==> config.mk <==
export PLATFORM = sky130hd
export DESIGN_NAME = truth_table_sweeper
export DESIGN_NICKNAME = d
export VERILOG_FILES = /design/src/rtl/gate_ctrl_pkg.sv /design/src/rtl/truth_table_sweeper.sv
export SDC_FILE = /design/constraint.sdc
export NUM_CORES = 1
export LEC_CHECK = 0
export ABC_AREA = 1
export CAP_MARGIN = 20
export CORE_MARGIN = 3
export CORE_UTILIZATION = 45
export DETAILED_ROUTE_END_ITERATION = 8
export PLACE_DENSITY = 0.84
export REMOVE_ABC_BUFFERS = 1
export SETUP_SLACK_MARGIN = 0.1
export SLEW_MARGIN = 10
export SYNTH_ARGS = -nofsm -noshare
export SYNTH_HDL_FRONTEND = slang
export SYNTH_SLANG_ARGS = --single-unit
==> constraint.sdc <==
create_clock -name CLK -period 1.32 [get_ports CLK]
set_clock_uncertainty 0.05 [all_clocks]
set_input_delay 0.132 -clock CLK [delete_from_list [all_inputs] [get_ports CLK]]
set_output_delay 0.132 -clock CLK [all_outputs]
set_load 0.02 [all_outputs]
==> src/rtl/gate_ctrl_pkg.sv <==
// Shared definitions for the truth-table sweeper: FSM encoding, vector/table widths
// and the golden truth table of the reference gate network.
package gate_ctrl_pkg;

   localparam int VEC_W   = 3;
   localparam int TABLE_W = 8;

   localparam logic [TABLE_W-1:0] DEFAULT_EXPECTED = 8'h9A;

   typedef enum logic [1:0] {
      S_IDLE   = 2'd0,
      S_SETTLE = 2'd1,
      S_SAMPLE = 2'd2,
      S_FINISH = 2'd3
   } sweep_state_e;

endpackage

==> src/rtl/truth_table_sweeper.sv <==
// Controller that walks {A,B,C} through 000..111, samples F after a settle delay,
// captures the truth table and compares it against a golden constant.
module truth_table_sweeper
   import gate_ctrl_pkg::*;
#(
   parameter int                 SETTLE_CYCLES = 2,
   parameter logic [TABLE_W-1:0] EXPECTED      = DEFAULT_EXPECTED
) (
   input  logic               CLK,
   input  logic               RST_N,
   input  logic               START,
   output logic               A,
   output logic               B,
   output logic               C,
   input  logic               F,
   output logic               BUSY,
   output logic               DONE,
   output logic               PASS,
   output logic [TABLE_W-1:0] TABLE,
   output logic               ERR_VALID,
   output logic [VEC_W-1:0]   ERR_IDX
);

   localparam logic [3:0]       SETTLE_LAST = 4'(SETTLE_CYCLES - 1);
   localparam logic [VEC_W-1:0] LAST_IDX    = VEC_W'(TABLE_W - 1);

   sweep_state_e       state_q;
   logic [VEC_W-1:0]   idx_q;
   logic [3:0]         cnt_q;
   logic               done_q;
   logic               pass_q;
   logic               errValid_q;
   logic [VEC_W-1:0]   errIdx_q;
   logic [TABLE_W-1:0] table_q;

   // The applied vector is the index itself, so it only moves when idx_q does.
   always_ff @(posedge CLK or negedge RST_N) begin
      if (!RST_N) begin
         state_q    <= S_IDLE;
         idx_q      <= '0;
         cnt_q      <= '0;
         done_q     <= 1'b0;
         pass_q     <= 1'b0;
         errValid_q <= 1'b0;
         errIdx_q   <= '0;
         table_q    <= '0;
      end else begin
         done_q <= 1'b0;
         unique case (state_q)
            S_IDLE: begin
               if (START) begin
                  state_q    <= S_SETTLE;
                  idx_q      <= '0;
                  cnt_q      <= '0;
                  table_q    <= '0;
                  errValid_q <= 1'b0;
                  pass_q     <= 1'b0;
               end
            end
            S_SETTLE: begin
               cnt_q <= cnt_q + 4'd1;
               if (cnt_q == SETTLE_LAST) begin
                  state_q <= S_SAMPLE;
               end
            end
            S_SAMPLE: begin
               table_q[idx_q] <= F;
               if ((F != EXPECTED[idx_q]) && !errValid_q) begin
                  errValid_q <= 1'b1;
                  errIdx_q   <= idx_q;
               end
               if (idx_q == LAST_IDX) begin
                  state_q <= S_FINISH;
               end else begin
                  idx_q   <= idx_q + 1'b1;
                  cnt_q   <= '0;
                  state_q <= S_SETTLE;
               end
            end
            S_FINISH: begin
               done_q  <= 1'b1;
               pass_q  <= (table_q == EXPECTED);
               state_q <= S_IDLE;
            end
            default: state_q <= S_IDLE;
         endcase
      end
   end

   assign A         = idx_q[2];
   assign B         = idx_q[1];
   assign C         = idx_q[0];
   assign BUSY      = (state_q != S_IDLE);
   assign DONE      = done_q;
   assign PASS      = pass_q;
   assign TABLE     = table_q;
   assign ERR_VALID = errValid_q;
   assign ERR_IDX   = errIdx_q;

endmodule

== Word level (Yosys, flattened, before mapping) ==
Memories as Yosys holds them, arrays and structs flattened.
Cells that the tools add are included.

* Register bits after elaboration: 23
* Bits in read-only memories: 8
* Input port bits: 4
* Output and inout bits: 18
* Logic and storage cells: 60
* Memories kept: 1

{| class="wikitable"
|+ Memory list
! memory !! words !! bits a word !! read ports !! clocked after memory_dff !! write ports !! RTL line !! text
|-
| (name not given) || 8 || 1 || 1 || 0 || 0 || truth_table_sweeper.sv:68 || <nowiki>if ((F != EXPECTED[idx_q]) && !errValid_q) begin</nowiki>
|}

* Add/subtract/negate cells: 2
* Order comparisons: 2
* Equal/unequal tests: 11
* Multiplexer cells: 21
* Reduce and logical (&&, ||, !) cells: 15

{| class="wikitable"
|+ Operators by type and width
! cell !! count
|-
| one-hot mux 8 bit (2 select lines) || 1
|-
| one-hot mux 4 bit (3 select lines) || 1
|-
| AND reduction 3 bit || 3
|-
| bitwise mux 8 bit || 1
|-
| equality test 8 bit, second input constant || 1
|-
| 2-to-1 mux 4 bit || 2
|-
| 2-to-1 mux 8 bit || 1
|-
| != test 2 bit, second input constant || 4
|-
| one-hot mux 2 bit (4 select lines) || 1
|-
| AND reduction 2 bit || 4
|-
| 2-to-1 mux 2 bit || 3
|-
| 2-to-1 mux 3 bit || 2
|-
| one-hot mux 3 bit (2 select lines) || 1
|-
| nonzero test 2 bit || 3
|-
| 2-to-1 mux 1 bit || 5
|-
| adder 4 x 1 -> 4 bit, second input constant || 1
|-
| equality test 2 bit, second input constant || 2
|-
| equality test 4 x 1 -> 1 bit, second input constant || 1
|-
| < comparator 3 x 4 -> 1 bit, second input constant || 1
|-
| one-hot mux 1 bit (2 select lines) || 2
|-
| adder 3 x 1 -> 3 bit, second input constant || 1
|-
| demux 1 bit (select 3 bit) || 1
|-
| equality test 3 bit, second input constant || 1
|-
| >= comparator 3 x 1 -> 1 bit, second input constant || 1
|-
| 6 further kinds || 7
|}

== Logic depth before layout (Yosys ltp) ==
* Word-level depth: 6
* Mapped depth: 7
* Mapped depth without buffers: 7

== Worst setup path after synthesis ==
No wires, ideal clock.

* Path kind: flip-flop to flip-flop
* Start: register idx_q[1]
* End: register cnt_q[0]
* Library setup time: 0.128 ns
* Arrival: 1.316 ns
* Data required time: 1.142 ns
* Setup slack: -0.174 ns
* Cell stages (with the launch flop): 7
* Period minus slack after synthesis: 1.494 ns
* Cells stage by stage: dfrtp_1 ha_1 ha_1 o21ai_0 o21ai_2 nand2_1 o21ai_0

* Word-level cells in the longest chain between the ends: 3

{| class="wikitable"
|+ RTL lines
! element !! RTL line !! text
|-
| start: declaration || truth_table_sweeper.sv:28 || <nowiki>logic [VEC_W-1:0] idx_q;</nowiki>
|-
| start signal: assignment || truth_table_sweeper.sv:75 || <nowiki>idx_q <= idx_q + 1'b1;</nowiki>
|-
| equality test 3 bit || truth_table_sweeper.sv:72 || <nowiki>if (idx_q == LAST_IDX) begin</nowiki>
|-
| != test 2 bit (no source line) || n/a ||
|-
| AND reduction 3 bit (no source line) || n/a ||
|-
| end signal: assignment || truth_table_sweeper.sv:61 || <nowiki>cnt_q <= cnt_q + 4'd1;</nowiki>
|-
| end: declaration || truth_table_sweeper.sv:29 || <nowiki>logic [3:0] cnt_q;</nowiki>
|}

Every way passes these cells.
A chain may end at the register's enable or synchronous reset.

== Worst setup path in the final report ==
* Start: register state_q[1]
* End: register table_q[4] (netlist: TABLE[4])

* Word-level cells in the longest chain between the ends: 3

{| class="wikitable"
|+ RTL lines
! element !! RTL line !! text
|-
| start: declaration || truth_table_sweeper.sv:27 || <nowiki>sweep_state_e state_q;</nowiki>
|-
| start signal: assignment || truth_table_sweeper.sv:39 || <nowiki>state_q <= S_IDLE;</nowiki>
|-
| start signal: assignment || truth_table_sweeper.sv:52 || <nowiki>state_q <= S_SETTLE;</nowiki>
|-
| start signal: assignment || truth_table_sweeper.sv:63 || <nowiki>state_q <= S_SAMPLE;</nowiki>
|-
| equality test 2 bit or zero test 2 bit (tied branches) || truth_table_sweeper.sv:49 || <nowiki>unique case (state_q)</nowiki>
|-
| nonzero test 2 bit (no source line) or != test 2 bit (tied branches) || n/a ||
|-
| AND reduction 2 bit (no source line) || n/a ||
|-
| end signal: assignment || truth_table_sweeper.sv:46 || <nowiki>table_q <= '0;</nowiki>
|-
| end signal: assignment || truth_table_sweeper.sv:55 || <nowiki>table_q <= '0;</nowiki>
|-
| end signal: indexed assignment || truth_table_sweeper.sv:67 || <nowiki>table_q[idx_q] <= F;</nowiki>
|-
| end: declaration || truth_table_sweeper.sv:34 || <nowiki>logic [TABLE_W-1:0] table_q;</nowiki>
|}

Parallel ways exist; a longest one is shown, timed or not.

==> results by group <==
Run status
  – Outcome: finished with violations
  – Failing checks: setup timing

Pwr
  – Comb power frac: 0.592
  – Ratio of total power to cell area: between 2000 and 2500 mW/mm²
  – Net switching power: 1590 µW
  – Clock network fraction of design power: 0.100
  – Sequential fraction of design power: 0.308
  – Int Power: ~1800 µW
  – Switching Fraction: 0.463
  – Worst VDD drop: around 1.4 mV
  – Total leakage power: 0.000807 µW

Global route
  – Total overflow reported by the global router: 0
  – Antenna violations before repair: 0
  – Overall fraction of global-route tracks in use: 0.180
  – Pin count of the biggest net entering global routing: 24
  – First-pass GRT wire length: around 4600 µm
  – Vias in the first global route: 967

Cells and area
  – Highest-count cells in the layout ignoring fill and taps: 30 x sky130_fd_sc_hd__nand2_1, 22 x sky130_fd_sc_hd__dfrtp_1, 11 x sky130_fd_sc_hd__buf_4
  – Post-layout instance count excluding filler cells: 203
  – Final #Nets: 184
  – Layout-stage area growth over the synthesis result: 47.8%
  – Commonest non-fill, non-tap cell in the layout: sky130_fd_sc_hd__nand2_1
  – Fraction of final layout cells sized beyond drive strength 1: 0.446
  – Final standard cell area without fillers: roughly 0.0017 mm²
  – Diode insertion count for antenna repair: 0

Yosys
  – Share of the yosys chip area belonging to registers: 0.509
  – Number of synthesized register bits: 23
  – Post-synthesis cell type count: 20
  – Synthesized area: 0.00113 mm²
  – Syn_area_per_cell: between 8 and 9 µm²
  – Number of warning messages in the yosys log: 0
  – Cell count after synthesis: 135

Floorplanning
  – Row count: 17
  – Die Wd: 56.1 µm
  – Initial core utilization: 0.492
  – Ports placed on the boundary: 22
  – Die Outline Area: approximately 0.0031 mm²
  – Area of the core: 0.00230 mm²
  – Die span in y: 56.1 µm

Place
  – Count of port buffers added during placement: 21
  – Number of placed cells counting well taps: ~190
  – Final weighted congestion in routability-driven placement: 0.839
  – Estimated wirelength of the detail-placed design: 1760 µm
  – Area after detailed placement: 0.00143 mm²

Timing
  – Tcrit/Tclk final: 1.01
  – RSZ-0062 raised after global routing: true
  – Post-layout minimum cycle time: 1.33 ns
  – Total of endpoints with negative setup slack in the final report: 1
  – Transition time at the pin with the least slew margin: 0.303 ns
  – Maximum operating frequency: approximately 750 MHz
  – Hold Fails Final Rpt: 0
  – Number of pins with negative max-slew slack in the final report: 0
  – Setup slack after layout: -0.00957 ns
  – Relative max-transition margin: 0.798

Routing
  – Number of detailed-route iterations in the first pass: 4
  – Count of nets left with antenna violations after detail routing: 0
  – Total vias in the final route: 1168
  – WL final: 3510 µm
  – Number of remaining DRC errors: 0
  – Final routed wire length divided by cell count: around 17 µm
  – DR vias/cell: roughly 5.8
  – Iteration-0 DRC Markers: 56

Flow run
  – Total of max-cap violations: 0

Clock network
  – Clock insertion delay at the later pin of the skew report: 0.32 ns
  – CTS Buf Count: 3
  – Register clock-pin slew on the reported worst setup and hold paths: 0.13 ns
  – Maximum clock insertion buffer count: 2
  – H-tree lvl count: 1
  – Clock tree from TritonCTS: yes
  – Count of hold buffers inserted by post-cts repair: 0
  – Number of clock sinks: 23
  – Library cell used as clock root buffer: sky130_fd_sc_hd__clkbuf_4

Setup path
  – Crit Path Max Fanout: 6
  – Startpoint types: register
  – Arrival time at the worst endpoint: between 1.5 and 2 ns
  – Critical Path RT: 1.52 ns
  – Crit path capture type: register
  – Setup Crit Path Kind: register to register
  – Critical R2R Launch: state_q[1]
  – Setup crit start: state_q[1]

Worst hold path
  – Hold Crit Class: input port to async pin
==> sequential cells by signal (all words and copies together) (netlist names) <==
name	cells
TABLE	8
idx_q	3
ERR_IDX	3
cnt_q	4
ERR_VALID	1
PASS	1
DONE	1
state_q	2
==> power by group through the flow <==
stage	logic [µW]	clock network, µW	registers (µW)
finish	2030	343	1060
global route	2170	386	1080
CTS	1500	338	1030
detailed placement	1400	0	1030
global placement	1360	0	1010
floorplan	593	0	1210
==> logic make-up (layout without fill, tap and decap cells) <==
kind of cell | after synthesis | after routing | synth area share
simple gates | 77 | 77 | 0.303
flops | 23 | 23 | 0.509
compound gates | 17 | 17 | 0.0853
buf+inv | 13 | 53 | 0.0498
fa+ha+maj | 4 | 4 | 0.0443
xor+xnor | 1 | 1 | 0.00775
==> critical path, stage by stage (launching register included) <==
cell                      delay (ns)
sky130_fd_sc_hd__dfrtp_1        0.42
sky130_fd_sc_hd__buf_6          0.15
sky130_fd_sc_hd__inv_4          0.04
sky130_fd_sc_hd__nor2_4         0.22
sky130_fd_sc_hd__nand2_2        0.16
sky130_fd_sc_hd__o22ai_1        0.21
==> layout make-up <==
type	count	area, µm²
Clock buffer	4	26.3
Fill cell	147	627
Inverter	12	55.1
Multi-Input combinational cell	99	678
Sequential cell	23	577
Tap cell	28	35.0
Timing Repair Buffer	37	299
==> repair_timing <==
item	4_1_cts	5_1_grt
setup endpoints to repair	30	37
setup buffers	0	7
cloned	0	0
pin swaps	6	13
hold endpoints to repair	0	0
resized for setup	73	51
==> synth_stat cells <==
cell type	count	area share
sky130_fd_sc_hd__nand4_1	3	0.017
sky130_fd_sc_hd__nor3_1	1	0.0044
sky130_fd_sc_hd__o21ai_0	6	0.027
sky130_fd_sc_hd__nor2_2	1	0.0055
sky130_fd_sc_hd__nor2_4	1	0.010
sky130_fd_sc_hd__inv_2	2	0.0066
sky130_fd_sc_hd__ha_1	4	0.044
sky130_fd_sc_hd__nand3_1	15	0.066
sky130_fd_sc_hd__nand2_1	38	0.13
sky130_fd_sc_hd__o21ai_2	1	0.0078
sky130_fd_sc_hd__buf_6	1	0.010
sky130_fd_sc_hd__nand2_2	3	0.017
sky130_fd_sc_hd__o22ai_1	6	0.033
sky130_fd_sc_hd__xor2_1	1	0.0078
sky130_fd_sc_hd__nor2_1	13	0.043
sky130_fd_sc_hd__nand3_2	1	0.0089
sky130_fd_sc_hd__o21ai_1	4	0.018
sky130_fd_sc_hd__dfrtp_1	23	0.51
sky130_fd_sc_hd__or2_2	1	0.0055
sky130_fd_sc_hd__inv_1	10	0.033
==> final timing paths <==
kind                       slack (ns)  cells past startpoint         end
hold / removal                   0.12                      2    TABLE[2]
max in group asynchronous        0.85                      2    idx_q[2]
min in group CLK                 0.44                      2  ERR_IDX[0]
setup reg to reg                -0.01                      5    TABLE[4]
setup / recovery                -0.01                      5    TABLE[4]
hold reg to reg                  0.44                      2  ERR_IDX[0]
==> metal layers <==
metal / vias to the layer above / track usage / wire [µm]
li1: 528 / - / -
met2: 58 / 0.287 / 1850
met1: 571 / 0.241 / 1360
met3: 11 / 0.0371 / 203
met4: 0 / 0.0678 / 92
met5: - / 0 / 0
==> through the flow <==
| stage | hold slack (ns) | util | worst slack [ns] | setup TNS, ns | power, µW |
|---|---|---|---|---|---|
| 3_3_place_gp | 0.408 | 0.623 | -0.0335 | -0.0862 | 2370 |
| 4_1_cts | 0.117 | 0.664 | 0.0110 | 0 | 2870 |
| 6_report | 0.118 | 0.727 | -0.00957 | -0.00957 | 3440 |
| 3_5_place_dp | 0.414 | 0.623 | -0.0829 | -0.326 | 2430 |
| 2_1_floorplan | -0.214 | - | -0.174 | -1.30 | 1800 |
| 5_1_grt | 0.138 | 0.727 | -0.110 | -0.593 | 3640 |
(Power assumes the default switching activity.)
